### src/rtl/obi_pkg.sv
// OBI bus types shared by the crossbar and its slaves, plus the error-slave read-data pattern.
// Combinational definitions only; no latency or backpressure.
// Struct layouts must stay aligned with the crossbar ports.
package obi_pkg;

    typedef struct packed {
        logic        req;
        logic        we;
        logic [3:0]  be;
        logic [31:0] addr;
        logic [31:0] wdata;
    } obi_req_t;

    typedef struct packed {
        logic        gnt;
        logic        rvalid;
        logic [31:0] rdata;
    } obi_resp_t;

    // Returned on every error response so that software can spot unmapped reads.
    localparam logic [31:0] ERR_RDATA_PATTERN = 32'hBADCAB1E;

endpackage

### src/rtl/obi_error_slave_resp_pipe.sv
// rvalid delay line: one bit per accepted request, shifted RESP_LATENCY times.
// Latency RESP_LATENCY cycles; there is no backpressure, one accept per cycle in and one rvalid per cycle out.
// Reset empties the line, so in-flight responses are dropped.
module obi_error_slave_resp_pipe #(
    parameter int unsigned RESP_LATENCY = 1
) (
    input  logic clk_i,
    input  logic rst_ni,
    input  logic accept,
    output logic rvalid
);

    logic [RESP_LATENCY-1:0] pipe;

    generate
        if (RESP_LATENCY == 1) begin : g_single
            always_ff @(posedge clk_i or negedge rst_ni) begin
                if (!rst_ni) begin
                    pipe <= '0;
                end else begin
                    pipe <= accept;
                end
            end
        end else begin : g_multi
            always_ff @(posedge clk_i or negedge rst_ni) begin
                if (!rst_ni) begin
                    pipe <= '0;
                end else begin
                    pipe <= {pipe[RESP_LATENCY-2:0], accept};
                end
            end
        end
    endgenerate

    assign rvalid = pipe[RESP_LATENCY-1];

endmodule

### src/rtl/obi_error_slave.sv
// Default crossbar slave: grants everything, answers each access with an error pattern and logs the first unmapped access.
// Latency RESP_LATENCY cycles from accept to rvalid; it never backpressures, because gnt follows req.
// Optional macro OBI_ERROR_SLAVE_IRQ_EN adds a registered interrupt that follows the error log.
module obi_error_slave
    import obi_pkg::*;
#(
    parameter int unsigned RESP_LATENCY = 1,
    parameter int unsigned CNT_WIDTH    = 16
) (
    input  logic                 clk_i,
    input  logic                 rst_ni,
    input  obi_req_t             slave_req_i,
    output obi_resp_t            slave_resp_o,
    input  logic                 clear_i,
    output logic                 err_valid_o,
    output logic [31:0]          err_addr_o,
    output logic                 err_we_o,
    output logic [CNT_WIDTH-1:0] err_count_o,
    output logic                 irq_o
);

    logic accept;
    logic rvalid;
    logic unused_req_bits;

    // gnt is tied to req, so every raised request is accepted in that cycle.
    assign accept          = slave_req_i.req;
    assign unused_req_bits = ^{slave_req_i.be, slave_req_i.wdata};

    obi_error_slave_resp_pipe #(
        .RESP_LATENCY(RESP_LATENCY)
    ) u_resp_pipe (
        .clk_i (clk_i),
        .rst_ni(rst_ni),
        .accept(accept),
        .rvalid(rvalid)
    );

    assign slave_resp_o = '{
        gnt:    slave_req_i.req,
        rvalid: rvalid,
        rdata:  rvalid ? ERR_RDATA_PATTERN : 32'h0
    };

    // An accept beats a coincident clear: the clear empties the log and the access becomes the new first error.
    always_ff @(posedge clk_i or negedge rst_ni) begin
        if (!rst_ni) begin
            err_valid_o <= 1'b0;
            err_addr_o  <= 32'h0;
            err_we_o    <= 1'b0;
            err_count_o <= '0;
        end else if (accept) begin
            if (!err_valid_o || clear_i) begin
                err_addr_o <= slave_req_i.addr;
                err_we_o   <= slave_req_i.we;
            end
            err_valid_o <= 1'b1;
            if (clear_i) begin
                err_count_o <= CNT_WIDTH'(1);
            end else if (err_count_o != '1) begin
                err_count_o <= err_count_o + CNT_WIDTH'(1);
            end
        end else if (clear_i) begin
            err_valid_o <= 1'b0;
            err_addr_o  <= 32'h0;
            err_we_o    <= 1'b0;
            err_count_o <= '0;
        end
    end

`ifdef OBI_ERROR_SLAVE_IRQ_EN
    // Rises one cycle after err_valid_o and drops on the same edge as err_valid_o.
    always_ff @(posedge clk_i or negedge rst_ni) begin
        if (!rst_ni) begin
            irq_o <= 1'b0;
        end else if (clear_i && !accept) begin
            irq_o <= 1'b0;
        end else if (err_valid_o) begin
            irq_o <= 1'b1;
        end
    end
`else
    assign irq_o = 1'b0;
`endif

endmodule

### config.mk
export PLATFORM = sky130hd
export DESIGN_NAME = obi_error_slave
export DESIGN_NICKNAME = d
export VERILOG_FILES = /design/src/rtl/obi_pkg.sv /design/src/rtl/obi_error_slave_resp_pipe.sv /design/src/rtl/obi_error_slave.sv
export SDC_FILE = /design/constraint.sdc
export NUM_CORES = 1
export LEC_CHECK = 0
export CORE_UTILIZATION = 39
export CTS_CLUSTER_SIZE = 25
export DETAILED_ROUTE_END_ITERATION = 16
export PLACE_DENSITY = 0.88
export SYNTH_ARGS = -nofsm -noshare
export SYNTH_HDL_FRONTEND = slang
export SYNTH_SLANG_ARGS = --single-unit
### constraint.sdc
create_clock -name clk_i -period 2.77 [get_ports clk_i]
set_clock_uncertainty 0.2 [all_clocks]
set_input_delay 0.831 -clock clk_i [delete_from_list [all_inputs] [get_ports clk_i]]
set_output_delay 0.831 -clock clk_i [all_outputs]
set_load 0.05 [all_outputs]
**After elaboration in Yosys (flattened, before gate mapping)**

Cells that the tools add are included.

- Register bits: 51
- Latch bits: 0
- Memory bits (writable): 0
- ROM bits: 0
- Input port bits: 73
- Logic and storage cells: 26
- Memories: 0

- Add/subtract/negate cells: 1
- Multipliers: 0
- Divide/modulo/power cells: 0
- $lt $le $gt $ge: 0
- Equal/unequal tests: 2
- Shifts and indexed selects: 0
- Multiplexer cells: 12
- Bitwise logic cells: 0
- Reduce and logical (&&, ||, !) cells: 6

Operators with widths:

| operator | number |
|---|---|
| $mux W32 | 4 |
| $mux W16 | 4 |
| $add A16 B1 Y16 const B | 1 |
| $ne A16 B16 Y1 const B | 1 |
| $mux W1 | 4 |
| $reduce_and A2 Y1 | 2 |
| $reduce_bool A2 Y1 | 2 |
| $ne A2 B1 Y1 const B | 1 |
| $logic_not A1 Y1 | 1 |
| $logic_or A1 B1 Y1 | 1 |

**Longest topological paths before layout**

- Depth in word-level cells: 4
- Mapped depth: 6

**By module**

Synthesis repeated with hierarchy kept, for this count alone.

- Cell total of the unflattened synthesis: 210
- Area total of the unflattened synthesis: 2,381.0 sq um

Modules (own cells, without submodules):

| module | instances | cells each | area an instance (sq um) | sequential area each (sq um) |
|---|---|---|---|---|
| obi_error_slave | 1 | 209 | 2,356.0 | 1,251.2 |
| obi_error_slave_resp_pipe | 1 | 1 | 25.0 | 25.0 |

**Worst setup path after synthesis**

No wires, ideal clock.

- Kind: reg-to-reg
- From: register err_count_o[0]
- To: register err_count_o[1]
- Data arrival time: 1.965 ns
- Data required time: 2.439 ns
- Setup slack: 0.474 ns
- Stages on the path, launching flop included: 6
- Buffers on the path: 0
- Clock period less this slack: 2.296 ns
- Cells stage by stage: dfrtp_1 -> ha_1 -> nand4_4 -> nor4_4 -> a211oi_1 -> or3b_1

- Word-level cells in the longest chain between the ends: 4
- Elaborated cells between the ends (all ways): 7
- Those cells by class: add/sub: 1; eq/ne: 1; mux: 3; reduce/logical: 2

RTL lines:

| item | line | RTL |
|---|---|---|
| from (decl) | obi_error_slave.sv:18 | `output logic [CNT_WIDTH-1:0] err_count_o,` |
| from (signal assigned) | obi_error_slave.sv:61 | `err_count_o <= err_count_o + CNT_WIDTH'(1);` |
| $add A16 B1 Y16 | obi_error_slave.sv:61 |  |
| $mux W16 | obi_error_slave.sv:60 | `end else if (err_count_o != '1) begin` |
| $mux W16 | obi_error_slave.sv:58 | `if (clear_i) begin` |
| $mux W16 | obi_error_slave.sv:52 | `end else if (accept) begin` |

Parallel ways exist; a longest one is shown, timed or not. The select of a mux whose other input is x is not followed.
A chain may end at the register's enable or synchronous reset.

**Final worst setup path**

- From: register err_count_o[5]
- To: output port err_count_o[5]

No word-level cell between the ends.

==> impl_metrics.yaml <==
logic_synthesis:
  netlist_instances: 210
  synth_area_mm2: 0.002381
  seq_area_frac_synth: 0.5360
  synth-seq-cells: 51
  ys_types: 30
  ys_warn_count: 0
  avgSynthCellArea_um2: 11.34
worst_setup_path:
  crit_chain: "clkdlybuf4s50_1"
  critPathArrivalTime_ps: 1670
  critPathSlowestCell: "clkdlybuf4s50_1"
  critical_path_class: "flip-flop to output pin"
  endpoint_kind: "output pin"
  cp_data_required_time_ps: 1740
  start_kind: "flip-flop"
  crit_fanout: 7
  regToRegSetupSlack_ps: 640
  cpPeakStageDelay_ps: 870
  crit_buf_inv: 1
  critPathTopFamily: "buffers and inverters"
power_and_ir_drop:
  power_leakage_nw: 1.521
  p_int_mw: 1.252
  ir_worst_vdd_mv: 0.3020
  swShare: 0.3355
  power.density_mw_per_mm2: 549.8
  p_total_mw: 1.884
  seqPwrFrac: 0.440
  clkPwrFrac: 0.262
  p_sw_mw: 0.6321
  p_comb_frac: 0.298
routing:
  firstDrtPassIters: 4
  drt_iter0_drc: 72
  routed_via_density: 5.021
  routed_wl_um: 5195
  dr_total_vias: 1878
  drc: 0
  ant_nets: 0
  wl_per_cell_um: 13.89
die:
  start_util: 0.4022
  die_w_um: 80.14
  dieArea_mm2: 0.006422
  rows: 28
  fp.dieH_um: 80.14
  core_area_mm2: 0.005921
  ios: 158
clock_network:
  cts-hold-fix-buffers: 0
  cts_tree: "done"
  cts.sinks: 51
  clk_pin_slew_worst_paths_ps: 80
  clockBufferDepth: 2
  cts_root_buf: "clkbuf_8"
  post_cts_buffers: 0
  numCtsBuffers: 5
  clock_latency_ps: 290
  cts_resized: 0
  cts_max_level: 2
placement:
  hpwlAfterDp_um: 3803
  place_congestion: 0.8658
  port_buffers: 107
global_route:
  overflow: 0
  use_met3: 0.04205
  grt_pass1_wl_um: 8280
  grt_max_degree: 34
  grt-busiest-layer: "met2"
  use_met2: 0.2709
  grtUsageTotal: 0.1673
  met1_usage: 0.2194
  grt_pass1_vias: 1739
  antenna_found_initial: 0
timing:
  max_freq_ghz: 0.3698
  finalSetupTns_ps: 0
  setup_violations: 0
  timing.final.crit_share: 0.9762
  slew_headroom: 0.6424
  drv_slew: 0
  period_needed_ps: 2704
  tightestPinTransition_ps: 536.3
  finalHoldViolations: 0
  rsz0062_at_grt: "no"
layout:
  fillers: 524
  nNetsFinal: 373
  drive_above_1_share: 0.1371
  area_growth_pct: 43.93
  diodes: 0
status:
  outcome: "finished clean"
worst_hold_path:
  hp-class: "input port to async pin"
run:
  cap_violations: 0
[cell usage after synthesis, drive strengths merged]
cell type,count,share of area
nand2,10,0.016
nand3,4,0.011
dfrtp,51,0.54
a31o,1,0.0037
ha,1,0.0053
buf,41,0.12
nor3,4,0.0084
a21oi,4,0.0084
nand4,7,0.025
xor2,3,0.011
nor2,8,0.013
inv,3,0.0047
nor2b,3,0.0079
or3b,1,0.0037
and3,2,0.0053
conb,1,0.0016
o21a,1,0.0032
clkbuf,4,0.0063
nor4,5,0.019
mux2i,1,0.0042
a211oi,2,0.0063
a22o,33,0.12
o21ai,11,0.023
a41o,1,0.0047
xnor2,8,0.029
[registers in the layout (all words and copies together), names as in the netlist]
register            count
u_resp_pipe.rvalid      1
err_count_o            16
err_addr_o             32
err_valid_o             1
err_we_o                1
[worst reg2reg max path, cell delays in order (launching register included)]
cell     delay (ps)
dfrtp_1         460
ha_1            270
nand4_4         190
nor4_4          400
nand2_1         320
a21oi_1         220
[cells in the final DEF (no fill, tap or decap), drive strengths merged, types with 2 or more instances in the layout]
master         count
xnor2              8
buf               29
conb              14
dfrtp             51
nor2b              3
clkdlybuf4s50     85
and3               2
nand4              7
nand3              4
xor2               3
o21ai             11
nor2               8
a21oi              4
nor3               4
a211oi             2
inv                3
nor4               5
nand2             10
a22o              33
clkbuf             6
[power by group through the flow]
stage / sequential, mW / combinational (mW) / clock (mW)
2_1_floorplan: 1.01 / 0.212 / 0
3_3_place_gp: 0.842 / 0.557 / 0
3_5_place_dp: 0.842 / 0.564 / 0
4_1_cts: 0.830 / 0.565 / 0.510
5_1_grt: 0.838 / 0.587 / 0.536
6_report: 0.829 / 0.561 / 0.494
[layout make-up]
cell class	instances	area [µm²]	area share
clock inverters	1	30.03	0.008762
repair buffers	114	1104	0.3220
clock buffers	6	72.57	0.02118
well taps	75	93.84	0.02738
inverters	3	11.26	0.003286
multi-input cells	124	839.6	0.2450
flip-flops and latches	51	1276	0.3724
[path summary, 6_finish.rpt]
kind / end / start / cells past startpoint
worst max-delay path: err_count_o[5] / err_count_o[5] / 1
worst min-delay path: err_count_o[13] / rst_ni / 1
worst max register to register: err_count_o[0] / err_count_o[0] / 5
worst min register to register: err_addr_o[14] / err_addr_o[14] / 1
max in group asynchronous: err_addr_o[27] / rst_ni / 2
min in group clk_i: err_addr_o[14] / err_addr_o[14] / 1
[metrics by stage]
step	setup WS [ps]	instance area [µm²]	hold WS, ps	utilization	std cells
2_1_floorplan	474.0	2430	335.4	-	223
3_3_place_gp	116.7	3324	287.4	0.5615	367
3_5_place_dp	79.79	3324	290.7	0.5615	367
4_1_cts	52.67	3427	318.8	0.5788	374
5_1_grt	26.26	3427	324.1	0.5788	374
6_report	65.79	3427	307.6	0.5788	374
[cell families after synthesis]
family	Yosys count	synth area share
AOI/OAI and AO/OA	53	0.1708
xor gates and xnor gates	11	0.04047
and+or+nand+nor	44	0.1083
buffers and inverters	48	0.1335
muxes	1	0.004204
other	1	0.001575
DFF	51	0.5360
adders and majority gates	1	0.005254
[layer usage]
metal,up-vias,share of wire
met5,-,0
met1,894,0.43
met2,96,0.48
met4,0,0.0079
li1,884,-
met3,4,0.077
No activity file was read; power rests on OpenSTA's default activity.
